`src/rtl/camera_power_seq.sv`:
```
// OV5640 power/reset sequencer. A programmable power-up of camera_pwnd and camera_rstn,
// a ready flag once the sensor has settled, and a timed power-down when enable drops.
module camera_power_seq #(
  parameter int CNT_W    = 20,
  parameter int T_OFF    = 135000,
  parameter int T_PWR    = 35000,
  parameter int T_SETTLE = 540000,
  parameter int T_SHDN   = 27
) (
  input  logic       clk_27,
  input  logic       rst_n,
  input  logic       enable,
  output logic       camera_pwnd,
  output logic       camera_rstn,
  output logic       ready,
  output logic       busy,
  output logic [2:0] state
);

  typedef enum logic [2:0] {
    S_OFF_HOLD = 3'd0,
    S_IDLE     = 3'd1,
    S_PWR      = 3'd2,
    S_SETTLE   = 3'd3,
    S_READY    = 3'd4,
    S_SHDN     = 3'd5
  } state_e;

  // A timed state of length T leaves on the edge where the counter holds T-1.
  localparam logic [CNT_W-1:0] OFF_LAST    = CNT_W'(T_OFF - 1);
  localparam logic [CNT_W-1:0] PWR_LAST    = CNT_W'(T_PWR - 1);
  localparam logic [CNT_W-1:0] SETTLE_LAST = CNT_W'(T_SETTLE - 1);
  localparam logic [CNT_W-1:0] SHDN_LAST   = CNT_W'(T_SHDN - 1);
  localparam logic [CNT_W-1:0] CNT_MAX     = {CNT_W{1'b1}};

  state_e           state_q, state_d;
  logic [CNT_W-1:0] cnt_q, cnt_d;
  logic             pwnd_q, pwnd_d;
  logic             rstn_q, rstn_d;
  logic             ready_q, ready_d;
  logic             busy_q, busy_d;
  logic             timed;

  always_ff @(posedge clk_27 or negedge rst_n) begin
    if (!rst_n) begin
      state_q <= S_OFF_HOLD;
      cnt_q   <= '0;
      pwnd_q  <= 1'b1;
      rstn_q  <= 1'b0;
      ready_q <= 1'b0;
      busy_q  <= 1'b1;
    end else begin
      state_q <= state_d;
      cnt_q   <= cnt_d;
      pwnd_q  <= pwnd_d;
      rstn_q  <= rstn_d;
      ready_q <= ready_d;
      busy_q  <= busy_d;
    end
  end

  always_comb begin
    state_d = state_q;
    timed   = 1'b0;
    case (state_q)
      S_OFF_HOLD: begin
        timed = 1'b1;
        if (cnt_q == OFF_LAST) state_d = enable ? S_PWR : S_IDLE;
      end
      S_IDLE: begin
        if (enable) state_d = S_PWR;
      end
      // Losing enable wins over expiry so a dropped request never advances the sequence.
      S_PWR: begin
        timed = 1'b1;
        if (!enable)                state_d = S_SHDN;
        else if (cnt_q == PWR_LAST) state_d = S_SETTLE;
      end
      S_SETTLE: begin
        timed = 1'b1;
        if (!enable)                   state_d = S_SHDN;
        else if (cnt_q == SETTLE_LAST) state_d = S_READY;
      end
      S_READY: begin
        if (!enable) state_d = S_SHDN;
      end
      S_SHDN: begin
        timed = 1'b1;
        if (cnt_q == SHDN_LAST) state_d = S_OFF_HOLD;
      end
      default: state_d = S_OFF_HOLD;
    endcase

    cnt_d = cnt_q;
    if (state_d != state_q)
      cnt_d = '0;
    else if (timed && cnt_q != CNT_MAX)
      cnt_d = cnt_q + 1'b1;

    // Pins are decoded from the next state so they switch on the same edge as the state.
    pwnd_d  = (state_d == S_OFF_HOLD) || (state_d == S_IDLE);
    rstn_d  = (state_d == S_SETTLE) || (state_d == S_READY);
    ready_d = (state_d == S_READY);
    busy_d  = (state_d == S_OFF_HOLD) || (state_d == S_PWR) ||
              (state_d == S_SETTLE) || (state_d == S_SHDN);
  end

  assign camera_pwnd = pwnd_q;
  assign camera_rstn = rstn_q;
  assign ready       = ready_q;
  assign busy        = busy_q;
  assign state       = state_q;

endmodule

```
`config.mk`:
```
export PLATFORM = sky130hd
export DESIGN_NAME = camera_power_seq
export DESIGN_NICKNAME = d
export VERILOG_FILES = /design/src/rtl/camera_power_seq.sv
export SDC_FILE = /design/constraint.sdc
export NUM_CORES = 1
export LEC_CHECK = 0
export CELL_PAD_IN_SITES_DETAIL_PLACEMENT = 2
export CELL_PAD_IN_SITES_GLOBAL_PLACEMENT = 2
export CORE_ASPECT_RATIO = 0.8
export CORE_UTILIZATION = 39
export CTS_CLUSTER_DIAMETER = 60
export CTS_CLUSTER_SIZE = 24
export DETAILED_ROUTE_END_ITERATION = 8
export MAX_ROUTING_LAYER = met4
export PLACE_DENSITY = 0.86
export REMOVE_ABC_BUFFERS = 1
export SLEW_MARGIN = 20
export SYNTH_ARGS = -nofsm -noshare
export SYNTH_HDL_FRONTEND = slang
export SYNTH_SLANG_ARGS = --single-unit
```
`constraint.sdc`:
```
create_clock -name clk_27 -period 4.49 [get_ports clk_27]
set_input_delay 0.898 -clock clk_27 [delete_from_list [all_inputs] [get_ports clk_27]]
set_output_delay 0.898 -clock clk_27 [all_outputs]
set_load 0.02 [all_outputs]
```
# [After elaboration in Yosys (flattened, before gate mapping)]
# Cells that the tools add are included.
[totals] wordCells=46 in_bits=3 mem_count=0 mem_bits_ro=0 ram_bits=0 latch_bits=0 reg_bits=27
[classes] add_sub_neg=1 multipliers=0 eq_ne=16 bitwise_logic=0 n_div=0 n_lt_le_gt_ge=0 shift=0 reduce_logical=10 n_mux=13
[ops] cell="2-to-1 mux 20 bit" count=2
[ops] cell="2-to-1 mux 3 bit" count=8
[ops] cell="adder 20 x 1 -> 20 bit (second input constant)" count=1
[ops] cell="== test 20 x 16 -> 1 bit (second input constant)" count=1
[ops] cell="== test 20 x 18 -> 1 bit (second input constant)" count=1
[ops] cell="== test 20 bit (second input constant)" count=1
[ops] cell="== test 20 x 5 -> 1 bit (second input constant)" count=1
[ops] cell="inequality test 20 bit (second input constant)" count=1
[ops] cell="one-hot mux 3 bit (6 select lines)" count=1
[ops] cell="== test 3 x 2 -> 1 bit (second input constant)" count=4
[ops] cell="== test 3 bit (second input constant)" count=4
[ops] cell="== test 3 x 1 -> 1 bit (second input constant)" count=2
[ops] cell="logical NOT 3 bit" count=2
[ops] cell="logical OR 1 bit" count=5
[ops] cell="OR reduction 4 bit" count=1
[ops] cell="inequality test 3 bit" count=1
[ops] cell="2-to-1 mux 2 bit" count=1
[ops] cell="nonzero test 2 bit" count=1
[ops] cell="logical AND 1 bit" count=1
[ops] cell="2-to-1 mux 1 bit" count=1

# [Depth between registers and ports, before layout]
[depth] ltp_word=8 mapped_depth=8 depth_no_buf=7

# [Worst setup path after synthesis]
# OpenSTA, ideal clock, no wires.
[synth_path] path_kind="flip-flop to flip-flop" start="reg cnt_q[16]" end="reg cnt_q[1]" required_ps=4352 arrival_time_ps=1914 path_stages_with_launch=8 path_slack_ps=2438 setup_ps=138 path_cell_list="dfrtp_1 or4b_1 or4_1 o32ai_2 a211oi_1 o22ai_2 buf_4 a211oi_1"
[synth_between] elab_chain_cells=6 word_cells_on_any_way=16
[synth_lines] element="start: declaration" line_no="37" rtl="logic [CNT_W-1:0] cnt_q, cnt_d;"
[synth_lines] element="start signal: assignment" line_no="54" rtl="cnt_q <= cnt_d;"
[synth_lines] element="== test 20 bit or == test 20 x 16 -> 1 bit (tied branches)" line_no="82, 77"
[synth_lines] element="2-to-1 mux 3 bit, on equally long branches" line_no="82, 77"
[synth_lines] element="2-to-1 mux 3 bit, on equally long branches" line_no="81, 76"
[synth_lines] element="one-hot mux 3 bit (6 select lines)" line_no="65" rtl="case (state_q)"
[synth_lines] element="inequality test 3 bit" line_no="95" rtl="if (state_d != state_q)"
[synth_lines] element="2-to-1 mux 20 bit or nonzero test 2 bit (tied branches)"
# Several ways; a longest one is shown, not always the timed one.
# A chain may end at the register's enable or synchronous reset.

# [Worst setup path in the final report]
[layout_path] start="reg cnt_q[0]" end="reg cnt_q[8]"
# Same word-level chain as after synthesis.

==> impl_results.md <==
* Final Wtd Congestion at ~0.86
* Num Clock Sinks at 27
* Relative max-transition margin at 0.382
* Status: finished clean
* Reg2Reg Depth at 7
* Setup violators final at 0
* Switching power at 0.000388 W
* Clock share of power at 0.161
* Critical path launch point type: flip-flop
* Ant diodes at 0
* Core Box Area at between 3000 and 4000 um^2
* Crit path required time at around 4600 ps
* CTS buffer count at 3
* Pwr Density at 487 nW/um^2
* CP Max Fanout at 20
* Post-route DRC at 0
* Post-synth EDFFs at 0
* DR pass1 iterations at 4
* Post-synth ARST share at 1.00
* CP Class: reg -> reg
* Sequential share of power at 0.388
* CTS Root Cell: clkbuf_8
* Most frequent cells in the layout: nor2_1, dfrtp_1, nand2_1
* Via count at around 1,400
* Site Rows at 20
* Syn-to-layout area delta at 10.2%
* Most common cell after layout, fill and taps aside: nor2_1
* Mapped cell area at 1660 um^2
* DRT iter0 DRCs at 52
* Global-route wire length before repair at slightly above 8000 um
* Post-CTS Setup Bufs at 0
* GRT Util Overall at 0.254
* FF+latch count, synth at 27
* Post-layout min period at between 2000 and 3000 ps
* Comb power frac at 0.451
* Predominant post-synthesis flop cell: dfrtp_1
* Pins over their slew limit at 0
* H-tree lvl count at 1
* Largest net degree at the start of global routing at 28
* Fin crit share at 0.617
* Chip width at ~75 um
* I/O pins at 10
* Fin Setup TNS at 0 ps
* Register area share after synthesis at 0.408
* Cell accounting for the most synthesized area: dfrtp_1
* Reg-to-reg critical path startpoint: cnt_q[0]
* Wirelength, routed at about 5000 um
* Die area at between 4000 and 5000 um^2
* Post-Syn Area per Cell at 8.89 um^2
* CP arrival at just under 3000 ps
* Layout cells sized above 1 at 0.0777
* CP endpoint kind: flip-flop
* MaxCap Viol Count at 0
* Hold Violations, Final at 0
* Die height at 60.4 um
* Switching fraction of total power at 0.435
* Post-cts resize count at 0
* Internal power at 0.000505 W
* Routed vias/inst at 5.75
* Routed Antenna Nets at 0
* Worst-Margin Slew at ~920 ps
* Detail Placement HPWL at 3480 um
* LEAKAGE at between 0.7 and 0.8 nW
* RSZ-0062 raised after global routing: false
* I/O Buffers at 9
* CTS tree: yes
* Worst hold start: cnt_q[0]
* Worst clock skew at a little under 7 ps
* Cts hold-fix bufs at 0
* Critical path origin: cnt_q[0]
* WL per Instance at 19.8 um
* Initial antenna violation count at 0
* Nets@finish at a little under 200
* Clk_lat worst skew at around 280 ps
* Post-synth cell types at 43
* Final instance area at 1830 um^2
* Largest cells by area after synthesis: dfrtp_1, nor2_1, xor2_1
* Clk buf depth at 2
* CTS clock-pin slew for the worst setup and hold paths at 90 ps
* Fmax at between 300 and 400 MHz
* Placement Cell Area at between 1500 and 2000 um^2
* IR drop worst, VDD at 0.203 mV
* Ys Warns at 0
* Initial Utilization at 0.423
* Vias in the first global route at between 1,500 and 2,000
* Min-delay worst type: reg -> reg
* Total global routing overflow at 0
* Mapped Cells at around 190
* Hold Path Stages at 2
* Synth top area share at 0.376
## metal layers
metal  GRT usage  share of wire  up-vias
li1            -              -      681
met1       0.337           0.49      727
met2       0.413           0.48       15
met3      0.0498          0.025        4
met4      0.0350         0.0059        0
met5           -              0        -
## final cells by class
| cell class | count | area (um^2) |
|---|---|---|
| clock buffer | 3 | 41.3 |
| fill | 455 | 2100 |
| clock inverter | 1 | 5.00 |
| timing repair buffer | 10 | 97.6 |
| inverter | 7 | 26.3 |
| tap | 55 | 68.8 |
| sequential | 27 | 678 |
| multi-input combinational | 145 | 916 |
## registers in the layout, indices dropped and copies added, names as in the netlist
| register | flops |
|---|---|
| state | 3 |
| busy | 1 |
| camera_rstn | 1 |
| camera_pwnd | 1 |
| cnt_q | 20 |
| ready | 1 |
## power groups by stage
stage,sequential [W],clock [W],combinational (W)
after floorplan,0.000368,0,0.000228
after global placement,0.000345,0,0.000384
after detailed placement,0.000351,0,0.000404
after CTS,0.000347,0.000148,0.000407
after global routing,0.000353,0.000155,0.000447
final,0.000347,0.000144,0.000403
## logic make-up (layout without fill, tap and decap cells)
group                    count (synthesis)  count (layout)  synth area share
adder cells (fa/ha/maj)                  2               2            0.0150
flip-flops                              27              27             0.408
AND/OR/NAND/NOR                        102             102             0.329
XOR/XNOR                                20              20             0.105
buffers and inverters                   15              21            0.0451
AO/OA/AOI/OAI                           21              21            0.0978
## cell usage after synthesis (all sizes together), types with 2 or more instances
cell	number
nor2	28
dfrtp	25
nand2	17
nand4	12
xor2	11
xnor2	9
nor3	8
nor4	8
inv	7
and3	6
buf	6
nand3	6
a211oi	3
a31oi	3
nor2b	3
o21ai	3
or4	3
a21o	2
a21oi	2
clkbuf	2
dfstp	2
ha	2
nor4bb	2
o22ai	2
or4b	2
## worst max-delay path: stages, from the launching register on
cell	delay [ps]
dfrtp_1	420
ha_1	240
nor4bb_1	530
nand2_1	150
o32ai_2	340
a211oi_1	110
o22ai_2	690
nor2_1	140
## per-stage QoR
stage	utilization	cells	power, W	hold slack (ps)	setup WS [ps]
after global routing	0.467	248	0.000955	653	1480
after global placement	0.453	244	0.000728	588	1590
after floorplan	-	179	0.000596	541	2210
after detailed placement	0.453	244	0.000756	597	1390
after CTS	0.465	248	0.000903	624	1680
final	0.467	248	0.000893	622	1720
## path summary, 6_finish.rpt
path,endpoint,slack [ps]
max,cnt_q[8],1720
min,cnt_q[0],620
max reg2reg,cnt_q[8],1720
min reg2reg,cnt_q[0],620
max in group asynchronous,camera_pwnd,3190
min in group asynchronous,cnt_q[14],990
Power figures use the tool's default switching activity.
